--- config.mk ---
export PLATFORM = sky130hd
export DESIGN_NAME = seq_divider
export DESIGN_NICKNAME = d
export VERILOG_FILES = /design/src/rtl/seq_divider_pkg.sv /design/src/rtl/seq_divider_cla_subtractor.sv /design/src/rtl/seq_divider.sv
export SDC_FILE = /design/constraint.sdc
export NUM_CORES = 1
export LEC_CHECK = 0
export ABC_AREA = 1
export CELL_PAD_IN_SITES_DETAIL_PLACEMENT = 1
export CELL_PAD_IN_SITES_GLOBAL_PLACEMENT = 1
export CORE_MARGIN = 1
export CORE_UTILIZATION = 37
export CTS_CLUSTER_SIZE = 8
export DETAILED_ROUTE_END_ITERATION = 10
export GPL_TIMING_DRIVEN = 0
export HOLD_SLACK_MARGIN = 0.12
export PLACE_DENSITY = 0.83
export RECOVER_POWER = 25
export SETUP_SLACK_MARGIN = 0.5
export SLEW_MARGIN = 25
export SYNTH_ARGS = -nofsm -noshare
export SYNTH_HDL_FRONTEND = slang
export SYNTH_SLANG_ARGS = --single-unit
--- constraint.sdc ---
create_clock -name clk -period 3.15 [get_ports clk]
set_clock_uncertainty 0.1 [all_clocks]
set_input_delay 0.315 -clock clk [delete_from_list [all_inputs] [get_ports clk]]
set_output_delay 0.315 -clock clk [all_outputs]
set_load 0.05 [all_outputs]
--- src/rtl/seq_divider_pkg.sv ---
// -----------------------------------------------------------------------------
// seq_divider_pkg
// Shared definitions for the sequential restoring divider.
//   - div_state_t       : controller states (IDLE / RUN / DONE)
//   - DIV_WIDTH_DEFAULT : default operand/result width
//   - div_cnt_bits()    : width of an iteration counter able to hold WIDTH
// -----------------------------------------------------------------------------
package seq_divider_pkg;

  localparam int DIV_WIDTH_DEFAULT = 16;

  typedef enum logic [1:0] {
    IDLE = 2'd0,
    RUN  = 2'd1,
    DONE = 2'd2
  } div_state_t;

  // Bits needed to count down from 'width' to 0 inclusive.
  function automatic int div_cnt_bits(input int width);
    return $clog2(width + 1);
  endfunction

endpackage

--- src/rtl/seq_divider_cla_subtractor.sv ---
// -----------------------------------------------------------------------------
// cla_subtractor
// N-bit subtractor built as a carry-lookahead adder computing a + ~b + 1.
// Bits are grouped in blocks of four: each block produces a group generate /
// propagate pair, block carries are resolved from those, and the carries
// inside a block are expanded from the block carry-in.
//
// Ports:
//   a      in  N  minuend
//   b      in  N  subtrahend
//   diff   out N  a - b (modulo 2^N)
//   borrow out 1  1 when a < b (inverted carry out of the adder)
// -----------------------------------------------------------------------------
module cla_subtractor #(
  parameter int N = 17
) (
  input  logic [N-1:0] a,
  input  logic [N-1:0] b,
  output logic [N-1:0] diff,
  output logic         borrow
);

  localparam int GRP = 4;
  localparam int NG  = (N + GRP - 1) / GRP;

  logic [N-1:0] g;
  logic [N-1:0] p;
  logic [N-1:0] c;
  logic [NG:0]  gc;

  // Adding ~b: generate/propagate against the inverted subtrahend.
  assign g = a & ~b;
  assign p = a ^ ~b;

  always_comb begin
    logic gg;
    logic pp;
    gg    = 1'b0;
    pp    = 1'b1;
    c     = '0;
    gc    = '0;
    gc[0] = 1'b1;  // the +1 of two's complement enters as carry-in
    for (int k = 0; k < NG; k++) begin
      // Running prefix (gg, pp) over the bits of block k seen so far; each
      // bit carry is prefix_generate | prefix_propagate & block_carry_in.
      gg = 1'b0;
      pp = 1'b1;
      for (int j = 0; j < GRP; j++) begin
        if (k * GRP + j < N) begin
          c[k*GRP+j] = gg | (pp & gc[k]);
          gg         = g[k*GRP+j] | (p[k*GRP+j] & gg);
          pp         = pp & p[k*GRP+j];
        end
      end
      gc[k+1] = gg | (pp & gc[k]);
    end
  end

  assign diff   = p ^ c;
  assign borrow = ~gc[NG];

endmodule

--- src/rtl/seq_divider.sv ---
// -----------------------------------------------------------------------------
// seq_divider
// Unsigned sequential restoring divider, one quotient bit per clock.
// A start seen in IDLE or DONE captures the operands; WIDTH RUN cycles later
// the controller sits in DONE for one cycle with done high and the results
// valid. Results hold until the next accepted start.
//
// Optional feature (compile-time macro DIV_ZERO_DETECT_EN):
//   defined   : a zero divisor skips RUN, goes straight to DONE with
//               div_zero=1, quotient=all ones, remainder=dividend.
//   undefined : div_zero is tied low; a zero divisor runs the normal
//               algorithm, which naturally yields all ones / dividend.
//
// Ports:
//   clk       in  1      rising-edge clock
//   rst       in  1      synchronous active-high reset
//   start     in  1      begin a division (ignored while busy)
//   dividend  in  WIDTH  unsigned numerator, captured on accepted start
//   divisor   in  WIDTH  unsigned denominator, captured on accepted start
//   busy      out 1      high during RUN
//   done      out 1      one-cycle pulse, results valid
//   quotient  out WIDTH  unsigned quotient
//   remainder out WIDTH  unsigned remainder
//   div_zero  out 1      with done: captured divisor was zero
// -----------------------------------------------------------------------------
module seq_divider
  import seq_divider_pkg::*;
#(
  parameter int WIDTH = DIV_WIDTH_DEFAULT
) (
  input  logic             clk,
  input  logic             rst,
  input  logic             start,
  input  logic [WIDTH-1:0] dividend,
  input  logic [WIDTH-1:0] divisor,
  output logic             busy,
  output logic             done,
  output logic [WIDTH-1:0] quotient,
  output logic [WIDTH-1:0] remainder,
  output logic             div_zero
);

  localparam int CW = div_cnt_bits(WIDTH);

  div_state_t       state;
  div_state_t       state_nxt;

  logic [WIDTH:0]   rem;       // partial remainder
  logic [WIDTH-1:0] quo;       // dividend shifting out, quotient shifting in
  logic [WIDTH-1:0] dvs;       // captured divisor
  logic [CW-1:0]    cnt;       // remaining RUN iterations

  logic [WIDTH:0]   shifted;   // partial remainder after the left shift
  logic [WIDTH:0]   trial;
  logic             trial_borrow;
  logic             accept;
  logic             zero_skip;

  // The restored remainder is always below the divisor, so its top bit is
  // zero whenever it is shifted; only the lower WIDTH bits feed the shift.
  logic             unused_rem_msb;
  assign unused_rem_msb = rem[WIDTH];

  assign accept = start && (state != RUN);

`ifdef DIV_ZERO_DETECT_EN
  assign zero_skip = (divisor == '0);
`else
  assign zero_skip = 1'b0;
`endif

  assign shifted = {rem[WIDTH-1:0], quo[WIDTH-1]};

  cla_subtractor #(
    .N (WIDTH + 1)
  ) u_sub (
    .a      (shifted),
    .b      ({1'b0, dvs}),
    .diff   (trial),
    .borrow (trial_borrow)
  );

  always_ff @(posedge clk) begin
    if (rst) begin
      state <= IDLE;
    end else begin
      state <= state_nxt;
    end
  end

  always_comb begin
    state_nxt = state;
    busy      = 1'b0;
    done      = 1'b0;
    case (state)
      IDLE: begin
        if (start) begin
          state_nxt = zero_skip ? DONE : RUN;
        end
      end
      RUN: begin
        busy = 1'b1;
        if (cnt == CW'(1)) begin
          state_nxt = DONE;
        end
      end
      DONE: begin
        done = 1'b1;
        if (start) begin
          state_nxt = zero_skip ? DONE : RUN;
        end else begin
          state_nxt = IDLE;
        end
      end
      default: begin
        state_nxt = IDLE;
      end
    endcase
  end

  // Divisor is pure data: only meaningful after a start, never reset.
  always_ff @(posedge clk) begin
    if (accept) begin
      dvs <= divisor;
    end
  end

  always_ff @(posedge clk) begin
    if (rst) begin
      quo <= '0;
      rem <= '0;
      cnt <= '0;
    end else if (accept) begin
      if (zero_skip) begin
        quo <= '1;
        rem <= {1'b0, dividend};
        cnt <= '0;
      end else begin
        quo <= dividend;
        rem <= '0;
        cnt <= CW'(WIDTH);
      end
    end else if (state == RUN) begin
      cnt <= cnt - CW'(1);
      if (!trial_borrow) begin
        rem <= trial;
        quo <= {quo[WIDTH-2:0], 1'b1};
      end else begin
        rem <= shifted;
        quo <= {quo[WIDTH-2:0], 1'b0};
      end
    end
  end

  assign quotient  = quo;
  assign remainder = rem[WIDTH-1:0];

`ifdef DIV_ZERO_DETECT_EN
  logic dz_flag;

  always_ff @(posedge clk) begin
    if (rst) begin
      dz_flag <= 1'b0;
    end else if (accept) begin
      dz_flag <= zero_skip;
    end
  end

  assign div_zero = done & dz_flag;
`else
  assign div_zero = 1'b0;
`endif

endmodule
## Word-level counts from Yosys, hierarchy flattened

Cells that the tools add are included.

| storage, ports and cells | value |
|---|---|
| input bits | 35 |
| output and inout port bits | 35 |
| register bits | 55 |

| cells by class | value |
|---|---|
| equality and inequality tests | 6 |
| add/sub/neg operators | 1 |
| mux-type cells | 12 |
| bitwise gates (word level) | 70 |
| reductions and logical operators | 5 |

Operators by type and width:

| cell | number |
|---|---|
| 16-bit 2-to-1 mux | 3 |
| 1-bit AND | 37 |
| 1-bit bitwise OR | 29 |
| 17-bit AND | 1 |
| 16-bit NOT with 17-bit output | 1 |
| 17-bit XOR | 1 |
| 16-bit XOR | 1 |
| 5-bit 2-to-1 mux | 2 |
| 2-bit case mux with 3 select lines | 1 |
| 5-bit by 1-bit == test with 1-bit output (second input constant) | 1 |
| 5-bit by 1-bit subtractor with 5-bit output (second input constant) | 1 |
| 1-bit 2-to-1 mux | 4 |
| 2-bit 2-to-1 mux | 2 |
| 2-bit != test (second input constant) | 2 |
| 2-bit by 1-bit == test with 1-bit output (second input constant) | 1 |
| 2-bit == test (second input constant) | 1 |
| 2-bit logical NOT | 1 |
| 2-bit by 1-bit != test with 1-bit output (second input constant) | 1 |
| 2-bit AND reduction | 1 |
| 2-bit nonzero test | 1 |
| 2-bit OR reduction | 1 |
| 1-bit logical AND | 1 |

## Logic depth before layout (Yosys ltp)

| logic depth | value |
|---|---|
| word-level depth | 20 |
| gate-level depth with buffers | 18 |
| depth with buffers taken out | 18 |

## By module

From an unflattened synthesis, not the netlist that was laid out.

| second synthesis, totals | value |
|---|---|
| cell total of the unflattened synthesis | 414 |
| area, all modules | 3285.7 um^2 |

Modules (own cells, without submodules):

| module | area each (um^2) | cells each | instances |
|---|---|---|---|
| seq_divider | 2516.2 | 296 | 1 |
| cla_subtractor | 769.5 | 118 | 1 |

## Worst setup path after synthesis

OpenSTA, ideal clock, no wires.

| timing | value |
|---|---|
| kind | flip-flop to flip-flop |
| start | reg quo[15] (netlist: quotient[15]) |
| end | reg rem[13] |
| required time | 2918 ps |
| cell stages (with the launch flop) | 17 |
| buffers on the path | 0 |
| setup time | 132 ps |
| arrival | 2388 ps |
| slack | 530 ps |
| period minus slack after synthesis | 2620 ps |
| cells stage by stage | dfxtp_1 inv_1 ha_1 nand3_1 nand3_2 nand2_2 nand2_2 nand2_2 nand2_4 nand2_4 nand2_4 inv_1 fa_1 xor2_1 nand2_1 nand3_1 a21oi_1 |

| between the ends | value |
|---|---|
| cells in the longest elaborated chain, start to end | 17 |

RTL lines:

| element | line | source |
|---|---|---|
| start: declaration | seq_divider.sv:49 | `logic [WIDTH-1:0] quo;` |
| start signal: assignment | seq_divider.sv:139 | `quo <= dividend;` |
| start signal: assignment | seq_divider.sv:147 | `quo <= {quo[WIDTH-2:0], 1'b1};` |
| start signal: assignment | seq_divider.sv:150 | `quo <= {quo[WIDTH-2:0], 1'b0};` |
| 17-bit AND | seq_divider_cla_subtractor.sv:32 | `assign g = a & ~b;` |
| 1-bit AND | seq_divider_cla_subtractor.sv:51 | `gg = g[k*GRP+j] \| (p[k*GRP+j] & gg);` |
| 1-bit bitwise OR | seq_divider_cla_subtractor.sv:51 |  |
| 1-bit AND | seq_divider_cla_subtractor.sv:51 |  |
| 1-bit bitwise OR | seq_divider_cla_subtractor.sv:51 |  |
| 1-bit AND | seq_divider_cla_subtractor.sv:51 |  |
| 1-bit bitwise OR | seq_divider_cla_subtractor.sv:51 |  |
| 1-bit bitwise OR * | seq_divider_cla_subtractor.sv:55 | `gc[k+1] = gg \| (pp & gc[k]);` |
| 1-bit AND * | seq_divider_cla_subtractor.sv:55 |  |
| 1-bit bitwise OR * | seq_divider_cla_subtractor.sv:55 |  |
| 1-bit AND * | seq_divider_cla_subtractor.sv:55 |  |
| 1-bit bitwise OR * | seq_divider_cla_subtractor.sv:55 |  |
| 1-bit AND | seq_divider_cla_subtractor.sv:55 |  |
| 1-bit bitwise OR | seq_divider_cla_subtractor.sv:55 |  |
| 1-bit AND | seq_divider_cla_subtractor.sv:55 |  |
| 1-bit bitwise OR | seq_divider_cla_subtractor.sv:55 |  |
| 16-bit 2-to-1 mux * | seq_divider.sv:145 | `if (!trial_borrow) begin` |
| end signal: assignment | seq_divider.sv:136 | `rem <= {1'b0, dividend};` |
| end signal: assignment | seq_divider.sv:146 | `rem <= trial;` |
| end signal: assignment | seq_divider.sv:149 | `rem <= shifted;` |
| end: declaration | seq_divider.sv:48 | `logic [WIDTH:0] rem;` |

Every way passes the cells marked *; elsewhere a longest branch is shown, timed or not.
A chain may end at the register's enable or synchronous reset.

## Worst setup path in the final report

| timing | value |
|---|---|
| start | reg state[0] |
| end | out busy |

| between the ends | value |
|---|---|
| cells in the longest elaborated chain, start to end | 2 |

RTL lines:

| element | line | source |
|---|---|---|
| start: declaration | seq_divider.sv:45 | `div_state_t state;` |
| start signal: assignment | seq_divider.sv:87 | `state <= state_nxt;` |
| 2-bit by 1-bit == test with 1-bit output | seq_divider.sv:95 | `case (state)` |
| 1-bit 2-to-1 mux | seq_divider.sv:95 |  |
| end: declaration | seq_divider.sv:36 | `output logic busy,` |

No other way between the ends.

==> flow_summary_export.csv <==
group,metric,value,unit
status,status,"completed",
synth,synth_xor_area_share,1.99,%
worst_setup_path,cp.arrival,2250,ps
synth,synth.top_cell.area_share,25.3,%
drt,routed_wl,8240,um
layout,fill_cells,999,
synth,ys_types,36,
worst_setup_path,crit_required,2730,ps
layout,final_core_util,50.9,%
sta,hold_slack,399,ps
sta,fin_crit,2670,ps
drt,met3_length,450,um
synth,yosysSeqAreaShare,40.9,%
sta,rsz0062_at_grt,"no",
synth,synth_area_leaders,"dfxtp_1 (25%), edfxtp_1 (16%), nand2_1 (11%), inv_1 (9.1%), ha_1 (7.7%)",
layout,area_growth,30.1,%
synth,synth_edf_count,16,
synth,synth.area.mux_share,0,%
worst_setup_path,slowest_delay,590,ps
drt,first_pass_iters,4,
synth,synth_area_leader_cell,"dfxtp_1",
synth,synth_area_per_cell,7.93,um2
layout,layout.nets,521,
worst_setup_path,worstPathCellList,"inv_1, nor2_1, clkbuf_1, dlygate4sd2_1",
clocking,cts-buffers-inserted,5,
clocking,post_cts_buffers,0,
drt,ant_nets,0,
drt,route.detailed.drc,0,
sta,setup_viol,0,
power_and_ir_drop,power,1.55,mW
drt,vias,2801,
grt,antenna_found_initial,0,
floorplanning,core,0.00789,mm2
placement,gp_congestion,0.736,
floorplanning,placementRows,32,
synth,ys_warn_count,0,
synth,synthAdderAreaFrac,9.66,%
layout,final_common_cell,"nand2_1",
power_and_ir_drop,max-vdd-ir-drop,266,uV
clocking,cts_tree,"done",
worst_hold_path,worstHoldPathType,"register to register",
worst_setup_path,crit_path_end_kind,"output pin",
floorplanning,start_util,39.1,%
sta,relSlewSlack,54.8,%
sta,slew_violations,0,
synth,synth_fp_nets,446,
floorplanning,die_y,93.3,um
grt,grt_overflow,0,
sta,hold_violations,0,
drt,top_layer,"met4",
sta,worst_slack,482,ps
synth,synthArstFlopShare,0,%
grt,grt_pass1_wl,13800,um
floorplanning,pin_count,70,
sta,tightest_slew,678,ps
clocking,clock_sinks,55,
layout,final_cell_mix,"nand2_1 (90), inv_1 (75), clkdlybuf4s50_1 (47), dfxtp_1 (38), a21oi_1 (27)",
synth,synth_area,0.00308,mm2
drt,dr_wl_met2,4110,um
placement,pre_cts_slack,570,ps
placement,port_buffers,68,
placement,placed_area,0.00389,mm2
synth,yosys_register_bits,55,
placement,dp_cells,559,
clocking,htreeDepth,2,
worst_setup_path,critPathSlowestCell,"dlygate4sd2_1",
worst_setup_path,crit_type,"register to output pin",
clocking,root_buffer,"clkbuf_8",
layout,final_cells,567,
drt,first_iter_violations,61,
clocking,path_clk_slew,110,ps
layout,fin_area,0.00401,mm2
layout,drive_gt1_share,6.67,%
floorplanning,die_area,0.00870,mm2
synth,ys.flop_type,"dfxtp_1",
floorplanning,die_x,93.3,um
grt,grt_max_degree,26,
drt,viasPerCell,4.94,
layout,antenna_cells,0,
worst_setup_path,cp_max_fo,10,
clocking,clock_latency,320,ps
grt,grtUsageTotal,20.4,%
sta,tns,0,ps
clocking,clk_path_buf_depth,2,
synth,netlist_instances,389,
worst_setup_path,critPathLaunchType,"register",
run,maxCapViolCount,0,
synth,synth_top_family_by_area,"simple AND/OR/NAND/NOR gates",
synth,yosys.area_share.simple,25.3,%
power_and_ir_drop,p_per_area,385,mW/mm2
synth,synth_compound_area_share,10.3,%
sta,timing.fmax,375,MHz
grt,grt_pass1_vias,2977,
drt,wirelength_met1,3610,um
placement,hpwl,6290,um
power_and_ir_drop,power.leakage,1.79,nW
drt,wire_per_inst,14.5,um
sta,fin_crit_sh,84.7,%
[timing repair]
item,in CTS,in global routing
resized for setup,1,2
hold buffers,0,0
setup endpoints to repair,1,1
pin swaps,0,0
[state kept, by name, indices dropped and copies added, names as in the netlist]
signal    flops
cnt           5
state         2
dvs          16
quotient     16
rem          16
[final timing paths]
path,from,to,slack (ps),cells past startpoint
worst max-delay path,state[0],busy,480,4
worst min-delay path,quotient[7],quotient[8],400,2
worst max register to register,rem[12],rem[1],700,10
worst min register to register,quotient[7],quotient[8],400,2
[logic make-up (layout without fill, tap and decap cells)]
logic type,after synthesis,count (layout)
and+or+nand+nor,161,161
buffers and inverters,90,166
DFF,55,55
AOI/OAI and AO/OA,53,53
adders and majority gates,22,22
xor gates and xnor gates,7,7
other,1,1
[routing by layer]
layer  vias up  global-route usage (%)
met4         0                    4.74
met1      1338                    23.0
li1       1396                       -
met5         -                       0
met3         6                    5.20
met2        61                    38.2
[critical path, delay by kind of cell (launching register included)]
kind / cells / cell delay (ps)
buf+inv: 3 / 1150
flops: 1 / 350
simple gates: 1 / 430
[cell usage after synthesis, types with 2 or more instances]
| library cell | count |
|---|---|
| a21oi_1 | 27 |
| a31oi_1 | 2 |
| buf_2 | 2 |
| buf_4 | 2 |
| buf_6 | 2 |
| clkbuf_1 | 7 |
| dfxtp_1 | 39 |
| edfxtp_1 | 16 |
| fa_1 | 3 |
| ha_1 | 19 |
| inv_1 | 75 |
| nand2_1 | 90 |
| nand2_2 | 3 |
| nand2_4 | 4 |
| nand3_1 | 24 |
| nand3_2 | 3 |
| nand3b_1 | 12 |
| nand4_1 | 3 |
| nor2_1 | 15 |
| nor3_1 | 2 |
| o21ai_0 | 9 |
| o221ai_1 | 11 |
| xor2_1 | 6 |
[power by group]
group          switching (mW)  internal, mW
sequential             0.0170         0.765
combinational           0.193         0.110
clock                   0.255         0.206
[final cells by class]
cell class | count | area (um2) | area share [%]
buffer | 14 | 77.6 | 1.93
clock buffer | 6 | 93.8 | 2.34
clock inverter | 2 | 13.8 | 0.343
inverter | 76 | 285 | 7.11
multi-input combinational | 244 | 1470 | 36.7
sequential | 55 | 1260 | 31.5
tap | 102 | 128 | 3.18
timing repair buffer | 68 | 679 | 16.9
No activity file was read; power rests on OpenSTA's default activity.
